**config.mk**
```make
export PLATFORM = sky130hd
export DESIGN_NAME = iter_divider
export DESIGN_NICKNAME = d
export VERILOG_FILES = /design/src/rtl/iter_divider_pkg.sv /design/src/rtl/iter_divider_step.sv /design/src/rtl/iter_divider.sv
export SDC_FILE = /design/constraint.sdc
export NUM_CORES = 1
export LEC_CHECK = 0
export ABC_AREA = 1
export CAP_MARGIN = 20
export CORE_AREA = 2 2 215 217
export DETAILED_ROUTE_END_ITERATION = 8
export DIE_AREA = 0 0 217 219
export PLACE_DENSITY = 0.53
export REMOVE_ABC_BUFFERS = 1
export SLEW_MARGIN = 10
export SYNTH_ARGS = -nofsm -noshare
export SYNTH_HDL_FRONTEND = slang
export SYNTH_HIERARCHICAL = 1
export SYNTH_SLANG_ARGS = --single-unit
export TNS_END_PERCENT = 10
```
**constraint.sdc**
```tcl
create_clock -name clk -period 3.4 [get_ports clk]
set_clock_uncertainty 0.2 [all_clocks]
set_input_delay 0.68 -clock clk [delete_from_list [all_inputs] [get_ports clk]]
set_output_delay 0.68 -clock clk [all_outputs]
set_load 0.005 [all_outputs]
```
**src/rtl/iter_divider_pkg.sv**
```systemverilog
// ============================================================================
//  Module : iter_divider_pkg
//  Shared definitions for the iterative divider and its users.
//   - div_state_e : FSM state encodings (2-bit).
//   - div_op_t    : DIV_OP field layout {in_signed, in_rem}, shared with the
//                   ID decoder and the ds_to_es bus.
//  Revision: 1.0 - initial release
// ============================================================================
`default_nettype none

package iter_divider_pkg;

    typedef enum logic [1:0] {
        DIV_S_IDLE = 2'd0,
        DIV_S_CALC = 2'd1,
        DIV_S_FIX  = 2'd2,
        DIV_S_DONE = 2'd3
    } div_state_e;

    localparam int DIV_OP_W          = 2;
    localparam int DIV_OP_SIGNED_BIT = 1;
    localparam int DIV_OP_REM_BIT    = 0;

    typedef struct packed {
        logic is_signed;   // two's-complement operands
        logic rem;         // return remainder instead of quotient
    } div_op_t;

endpackage

`default_nettype wire

```
**src/rtl/iter_divider_step.sv**
```systemverilog
// ============================================================================
//  Module : iter_divider_step
//  One combinational restoring-division step on magnitudes.
//  Ports:
//   rem_i  / rem_o  : partial remainder in / out (always < dvsr_i)
//   quo_i  / quo_o  : dividend bits being shifted out, quotient bits shifted in
//   dvsr_i          : divisor magnitude (non-zero)
//  Revision: 1.0 - initial release
// ============================================================================
`default_nettype none

module iter_divider_step #(
    parameter int WIDTH = 32
) (
    input  logic [WIDTH-1:0] rem_i,
    input  logic [WIDTH-1:0] quo_i,
    input  logic [WIDTH-1:0] dvsr_i,
    output logic [WIDTH-1:0] rem_o,
    output logic [WIDTH-1:0] quo_o
);

    // The shifted remainder needs one extra bit: it can reach 2*divisor-1.
    logic [WIDTH:0] w_shift;
    logic [WIDTH:0] w_diff;
    logic           w_ok;

    assign w_shift = {rem_i, quo_i[WIDTH-1]};
    assign w_diff  = w_shift - {1'b0, dvsr_i};
    assign w_ok    = ~w_diff[WIDTH];

    assign rem_o = w_ok ? w_diff[WIDTH-1:0] : w_shift[WIDTH-1:0];
    assign quo_o = {quo_i[WIDTH-2:0], w_ok};

endmodule

`default_nettype wire

```
**src/rtl/iter_divider.sv**
```systemverilog
// ============================================================================
//  Module : iter_divider
//  Iterative restoring divider (DIV/MOD, signed/unsigned) with valid/ready
//  handshakes, flush and defined divide-by-zero results.
//  Ports:
//   clk, reset (sync, active-high), flush
//   in_valid/in_ready, in_signed, in_rem, in_dividend, in_divisor
//   out_valid/out_ready, out_result, out_div_by_zero, busy
//  Revision: 1.0 - initial release
// ============================================================================
`default_nettype none

module iter_divider
    import iter_divider_pkg::*;
#(
    parameter int WIDTH      = 32,
    parameter int RADIX_LOG2 = 1
) (
    input  logic             clk,
    input  logic             reset,
    input  logic             flush,
    input  logic             in_valid,
    output logic             in_ready,
    input  logic             in_signed,
    input  logic             in_rem,
    input  logic [WIDTH-1:0] in_dividend,
    input  logic [WIDTH-1:0] in_divisor,
    output logic             out_valid,
    input  logic             out_ready,
    output logic [WIDTH-1:0] out_result,
    output logic             out_div_by_zero,
    output logic             busy
);

    localparam int STEPS = WIDTH / RADIX_LOG2;
    localparam int CNT_W = $clog2(STEPS + 1);

    div_state_e       state_q;
    logic [CNT_W-1:0] count_q;
    logic [WIDTH-1:0] rem_q;
    logic [WIDTH-1:0] quo_q;
    logic [WIDTH-1:0] dvsr_q;
    logic             neg_quo_q;
    logic             neg_rem_q;
    logic             rem_sel_q;
    logic             out_valid_q;
    logic [WIDTH-1:0] out_result_q;
    logic             dbz_q;

    div_op_t          w_op;
    logic [WIDTH-1:0] w_abs_dvd;
    logic [WIDTH-1:0] w_abs_dvs;
    logic [WIDTH-1:0] w_fix_quo;
    logic [WIDTH-1:0] w_fix_rem;

    assign w_op = '{is_signed: in_signed, rem: in_rem};

    // Magnitudes; |MIN| wraps to MIN, which is the correct unsigned magnitude.
    assign w_abs_dvd = (w_op.is_signed && in_dividend[WIDTH-1]) ? -in_dividend : in_dividend;
    assign w_abs_dvs = (w_op.is_signed && in_divisor[WIDTH-1])  ? -in_divisor  : in_divisor;

    assign w_fix_quo = neg_quo_q ? -quo_q : quo_q;
    assign w_fix_rem = neg_rem_q ? -rem_q : rem_q;

    // Chain of RADIX_LOG2 restoring steps evaluated each CALC cycle.
    logic [RADIX_LOG2:0][WIDTH-1:0] w_rem;
    logic [RADIX_LOG2:0][WIDTH-1:0] w_quo;

    assign w_rem[0] = rem_q;
    assign w_quo[0] = quo_q;

    generate
        for (genvar g = 0; g < RADIX_LOG2; g++) begin : g_step
            iter_divider_step #(
                .WIDTH (WIDTH)
            ) u_step (
                .rem_i  (w_rem[g]),
                .quo_i  (w_quo[g]),
                .dvsr_i (dvsr_q),
                .rem_o  (w_rem[g+1]),
                .quo_o  (w_quo[g+1])
            );
        end
    endgenerate

    always_ff @(posedge clk) begin
        if (reset) begin
            state_q      <= DIV_S_IDLE;
            count_q      <= '0;
            rem_q        <= '0;
            quo_q        <= '0;
            dvsr_q       <= '0;
            neg_quo_q    <= 1'b0;
            neg_rem_q    <= 1'b0;
            rem_sel_q    <= 1'b0;
            out_valid_q  <= 1'b0;
            out_result_q <= '0;
            dbz_q        <= 1'b0;
        end else if (flush) begin
            // Result registers keep their (don't-care) contents; only the
            // handshake state is abandoned.
            state_q     <= DIV_S_IDLE;
            out_valid_q <= 1'b0;
        end else begin
            case (state_q)
                DIV_S_IDLE: begin
                    if (in_valid) begin
                        rem_sel_q <= w_op.rem;
                        if (in_divisor == '0) begin
                            out_result_q <= w_op.rem ? in_dividend : '1;
                            dbz_q        <= 1'b1;
                            out_valid_q  <= 1'b1;
                            state_q      <= DIV_S_DONE;
                        end else begin
                            rem_q     <= '0;
                            quo_q     <= w_abs_dvd;
                            dvsr_q    <= w_abs_dvs;
                            neg_quo_q <= w_op.is_signed & (in_dividend[WIDTH-1] ^ in_divisor[WIDTH-1]);
                            neg_rem_q <= w_op.is_signed & in_dividend[WIDTH-1];
                            count_q   <= CNT_W'(STEPS);
                            state_q   <= DIV_S_CALC;
                        end
                    end
                end
                DIV_S_CALC: begin
                    rem_q   <= w_rem[RADIX_LOG2];
                    quo_q   <= w_quo[RADIX_LOG2];
                    count_q <= count_q - 1'b1;
                    if (count_q == CNT_W'(1)) begin
                        state_q <= DIV_S_FIX;
                    end
                end
                DIV_S_FIX: begin
                    out_result_q <= rem_sel_q ? w_fix_rem : w_fix_quo;
                    dbz_q        <= 1'b0;
                    out_valid_q  <= 1'b1;
                    state_q      <= DIV_S_DONE;
                end
                DIV_S_DONE: begin
                    if (out_ready) begin
                        out_valid_q <= 1'b0;
                        state_q     <= DIV_S_IDLE;
                    end
                end
                default: begin
                    state_q     <= DIV_S_IDLE;
                    out_valid_q <= 1'b0;
                end
            endcase
        end
    end

    assign in_ready        = (state_q == DIV_S_IDLE) && !flush;
    assign busy            = (state_q != DIV_S_IDLE);
    assign out_valid       = out_valid_q;
    assign out_result      = out_result_q;
    assign out_div_by_zero = dbz_q;

endmodule

`default_nettype wire
```
-- After elaboration in Yosys (flattened, before gate mapping)
Cells that the tools add are included.
W data, S select, Z words.
- bits in registers: 141
- input port bits: 71
- output and inout bits: 36
- logic and storage cells: 78
- add/sub/neg operators: 6
- equal/unequal tests: 9
- multiplexer cells: 29
- bitwise logic cells: 6
- reductions and logical operators: 17
- operators with widths (kind ; number):
    $mux W32 ; 13
    $pmux W32 S2 ; 3
    $neg A32 Y32 ; 4
    $sub A33 B32 Y33 ; 1
    $logic_not A32 Y1 ; 1
    $reduce_and A4 Y1 ; 4
    $mux W6 ; 2
    $pmux W6 S2 ; 1
    $ne A2 B2 Y1 const B ; 5
    $mux W2 ; 4
    $pmux W2 S4 ; 1
    $eq A6 B1 Y1 const B ; 1
    $reduce_and A3 Y1 ; 2
    $reduce_bool A2 Y1 ; 3
    $sub A6 B1 Y6 const B ; 1
    $eq A2 B2 Y1 const B ; 2
    $logic_and A1 B1 Y1 ; 3
    $mux W1 ; 3
    $not A1 Y1 ; 3
    $pmux W1 S3 ; 1
    $reduce_bool A3 Y1 ; 1
    $and A1 B1 Y1 ; 2
    $eq A2 B1 Y1 const B ; 1
    $logic_not A2 Y1 ; 1
    other kinds (4) ; 4

-- Longest topological paths before layout
- word-level depth: 5
- mapped depth: 19
- depth with buffers taken out: 18

-- Hierarchy
Netlist, hierarchy kept.
- by module, submodules not included (module ; instances ; cells an instance ; area an instance (um2)):
    iter_divider ; 1 ; 1628 ; 9997.1
    iter_divider_step ; 1 ; 712 ; 3390.8

-- Worst setup path before layout
OpenSTA, ideal clock, no wires.
- kind: register to register
- start: reg quo_q[31]
- end: reg quo_q[0]
- setup time: 0.121 ns
- data arrival time: 2.201 ns
- required time: 3.079 ns
- setup slack: 0.878 ns
- cell stages (with the launch flop): 18
- clock period less this slack: 2.522 ns
- cell sequence: dfxtp_1 -> inv_1 -> ha_1 -> fa_1 -> inv_1 -> nand2_1 -> nand2_1 -> nand3_1 -> nand2_2 -> nand2_1 -> nand2_2 -> nand2_2 -> nand3_1 -> nand2_4 -> buf_6 -> buf_4 -> o21ai_0 -> a21oi_1
- longest elaborated chain between the ends: 3
- ends and longest elaborated chain (item ; RTL line ; RTL):
    from (decl) ; iter_divider.sv:41 ; logic [WIDTH-1:0] quo_q;
    from (signal assigned) ; iter_divider.sv:116 ; quo_q <= w_abs_dvd;
    from (signal assigned) ; iter_divider.sv:127 ; quo_q <= w_quo[RADIX_LOG2];
    $sub A33 B32 Y33 ; iter_divider_step.sv:28 ; assign w_diff = w_shift - {1'b0, dvsr_i};
    $not A1 Y1 ; iter_divider_step.sv:29 ; assign w_ok = ~w_diff[WIDTH];
    named net g_step[0].u_step.w_ok ; iter_divider_step.sv:25 ; logic w_ok;
    $pmux W32 S2 ; iter_divider.sv:105 ; case (state_q)
The timed path passes the listed nets, and every way through them passes these cells.
A chain may end at the register's enable or synchronous reset.

==> summary.md <==
| Metric | Value |
|---|---|
| Chip Width | around 220 µm |
| Nets | approximately 2500 |
| Flops & latches, synth | roughly 140 |
| Clock root buffer | clkbuf_16 |
| Total CTS buffers | 17 |
| Power density over the cells | between 400 and 500 nW/µm² |
| Post-CTS setup repair buffer count | 0 |
| RR Endpoint | rem_q[3] |
| Worst Setup End Kind | flop |
| Ys Warns | 6 |
| Synth Cell Area | 13390 µm² |
| Dpl cells | approximately 3000 |
| # resized after CTS | 0 |
| Overflow after GRT | 0 |
| Total track usage | between 20% and 30% |
| Mux cell area share after synthesis | 0% |
| RePlAce Congestion | 0.9009 |
| Predominant post-synthesis flop cell | dfxtp_1 |
| Max-slew headroom | between 40% and 50% |
| Most frequent cell after synthesis | nand2_1 |
| Worst Tran Pin Value | between 0.8 and 0.9 ns |
| Initial core utilization | 29.69% |
| CTS H-tree depth | 4 |
| Core box area | about 45000 µm² |
| HP Class | reg2reg |
| Multi-input logic area | 8701 µm² |
| Hold Buf Count CTS | 0 |
| Synth Area in Adders | around 4.2% |
| VDD IR max | 0.3924 mV |
| Synth top area share | between 20% and 30% |
| Final Hold Fails | 0 |
| Sw frac | between 40% and 50% |
| Starting DRC count in detailed routing | around 990 |
| FP Rows | 78 |
| Dpl hpwl | about 38 mm |
| Clock latency on the worst-skew pair | 0.46 ns |
| Die height | about 220 µm |
| Area growth, synth to finish | 15.46% |
| MaxCap Viol Count | 0 |
| I/O pins | approximately 110 |
| Synth Area in XOR/XNOR | 3.009% |
| Flop pwr share | ~28% |
| Residual DRC count | 0 |
| Fillers | between 5000 and 6000 |
| Pleak | 7.323 nW |
| Register area | approximately 2800 µm² |
| HP Start | out_result[30] |
| WL/cell | between 15 and 20 µm |
| Synth area leader | dfxtp_1 |
| FF-to-FF path depth | 18 |
| Global-route wire length before repair | 74.75 mm |
| Run status | finished, final reports clean |
| Simple-gate share of the synthesized area | between 40% and 50% |
| Clk pin slew, worst setup/hold paths | around 0.07 ns |
| Worst reg2reg path startpoint | quo_q[31] |
| RSZ-0062 raised after global routing | false |
| Inserted Diodes | 0 |
| Pins Over Slew Limit | 0 |
| R2R setup slack | slightly below 0.4 ns |
| CTS tree | done |
| Crit share post-route | 88.61% |
| Post-Synthesis Mean Instance Area | ~5.7 µm² |
| Combinational Power Share | approximately 45% |
| Ys async rst share | 0% |
| Vias per inst | approximately 4.9 |
| CTS Buffer Depth | 2 |
| Hold depth | 2 |
| Post-DRT Antenna Nets | 0 |
| Via Count | between 10000 and 15000 |
| Dpl cell area | 14890 µm² |
| Crit path kind | reg2reg |
| Final Cell Area | 15460 µm² |
| Largest family of logic cells by synthesized area | simple AND/OR/NAND/NOR gates |
| CP startpoint kind | flop |
| DR pass1 iterations | 5 |
| Number of global-route vias before repair | around 14000 |
| Routed wire length | 47.78 mm |
| Post-synth top cells | nand2_1 (697), inv_1 (304), nor2_1 (285), nand3_1 (215), a21oi_1 (149) |
| Cell variety after synth | 46 |
| Required @ worst endpoint | about 3.6 ns |
| CP Max Fanout | 33 |
| Initial antenna violation count | 0 |
| Seq/Total Area, Yosys | approximately a fifth |
| Top cells by area, synth | dfxtp_1 (21%), nand2_1 (20%), inv_1 (8.5%), nand3_1 (8.0%), nor2_1 (8.0%) |
| Mapped Cells | between 2000 and 2500 |
| Port Buffers | approximately 110 |
| Crit path arrival time | roughly 3.2 ns |
| NetSw | ~0.003 W |
| Finish-stage setup viols | 0 |
| Area of the die | approximately 48000 µm² |
| Hold EP | out_result[30] |
| Clock network power share | a little over a quarter |
| Achievable Freq | 0.3319 GHz |
| Minimum clock period | approximately 3 ns |
| Final cell count without fillers | 3004 |
| Number of synthesized flops with an enable pin | 0 |
| Clock Sinks | around 140 |
| Compound-Gate Fraction of Synth Area | between 10% and 20% |
| Largest net degree at the start of global routing | 64 |
| P_int | roughly 0.004 W |
| Share of cells above drive strength 1 | just under 7% |
-- cell families (layout without fill, tap and decap cells) --
family | after synthesis | count (layout)
compound gates | 374 | 374
xor+xnor | 46 | 46
fa+ha+maj | 44 | 44
buf+inv | 423 | 487
flops | 141 | 141
simple gates | 1312 | 1312
-- flip-flops by register name (all words and copies together), names as in the netlist, 2 cells and up --
signal      flops
count_q         6
dvsr_q         32
out_result     32
quo_q          32
rem_q          32
state_q         2
-- per-layer routing --
layer | track usage (%) | part of all wire (%)
met1 | 28.01 | 48
met2 | 31.75 | 44
met3 | 2.841 | 5.5
met4 | 6.370 | 2.2
met5 | 0 | 0
-- layout make-up --
class                   instances  share of cell area, %
flip-flops and latches        141                  18.26
clock buffers                  18                  2.841
inverters                     312                  7.576
repair buffers                145                  9.373
well taps                     600                  4.857
clock inverters                12                 0.8014
multi-input cells            1776                  56.29
-- critical path, cell delays in order, from the launching register on --
cell and delay (ns):
dfxtp_1 0.38, inv_1 0.06, ha_1 0.24, fa_1 0.41, inv_1 0.12, nand2_1 0.06
nand2_1 0.08, nand3_1 0.10, nand2_2 0.10, nand2_1 0.06, nand2_2 0.11, nand2_2 0.08
nand2_2 0.08, nand2_2 0.06, nand2_4 0.27, nand2_1 0.10, nand2_1 0.09, nor2_1 0.04
a211oi_1 0.23
-- power groups by stage --
stage	Clock, W	Combinational (W)	Sequential, W
2_1_floorplan	0	0.00211	0.00191
3_3_place_gp	0	0.00300	0.00196
3_5_place_dp	0	0.00301	0.00196
4_1_cts	0.00191	0.00303	0.00192
5_1_grt	0.00198	0.00346	0.00194
6_report	0.00187	0.00305	0.00192
-- per-stage QoR --
stage / util [%] / worst slack (ns) / hold slack, ns / power, W / TNS [ns]
finish: 34.28 / 0.3873 / 0.2682 / 0.006840 / 0
global route: 34.28 / 0.1489 / 0.2931 / 0.007374 / 0
CTS: 34.28 / 0.3954 / 0.2712 / 0.006867 / 0
detailed placement: 33.03 / 0.2126 / 0.2614 / 0.004972 / 0
global placement: 33.03 / 0.2494 / 0.2589 / 0.004958 / 0
floorplan: - / -1.818 / 0.2393 / 0.004018 / -100.11
-- cells in the final DEF, fill, tap and decap left out, types with 7 or more instances in the layout --
| master | synthesis | layout |
|---|---|---|
| a211oi_2 | 26 | 26 |
| a21oi_1 | 149 | 149 |
| a21oi_2 | 16 | 16 |
| a31oi_1 | 8 | 8 |
| buf_12 | 1 | 8 |
| buf_4 | 42 | 31 |
| clkbuf_16 | 0 | 17 |
| clkdlybuf4s50_1 | 0 | 105 |
| dfxtp_1 | 141 | 141 |
| ha_1 | 43 | 43 |
| inv_1 | 304 | 304 |
| inv_2 | 7 | 7 |
| nand2_1 | 697 | 697 |
| nand2_2 | 22 | 22 |
| nand3_1 | 215 | 215 |
| nand3b_1 | 14 | 14 |
| nand4_1 | 24 | 24 |
| nor2_1 | 285 | 285 |
| nor2_2 | 7 | 7 |
| nor3_1 | 20 | 20 |
| o211ai_1 | 10 | 10 |
| o21ai_0 | 138 | 138 |
| o21bai_1 | 8 | 8 |
| or2_2 | 9 | 9 |
| xor2_1 | 40 | 40 |
-- how the worst max path moves through the flow --
stage | from | to | slack (ns) | depth (start not counted)
finish | quo_q[31] | rem_q[3] | 0.39 | 18
global route | quo_q[31] | rem_q[1] | 0.15 | 18
CTS | quo_q[31] | rem_q[3] | 0.40 | 18
detailed placement | in_divisor[25] | out_result[9] | 0.21 | 13
global placement | in_divisor[25] | out_result[11] | 0.25 | 14
floorplan | state_q[1] | count_q[4] | -1.82 | 9
No activity file was read; power rests on OpenSTA's default activity.
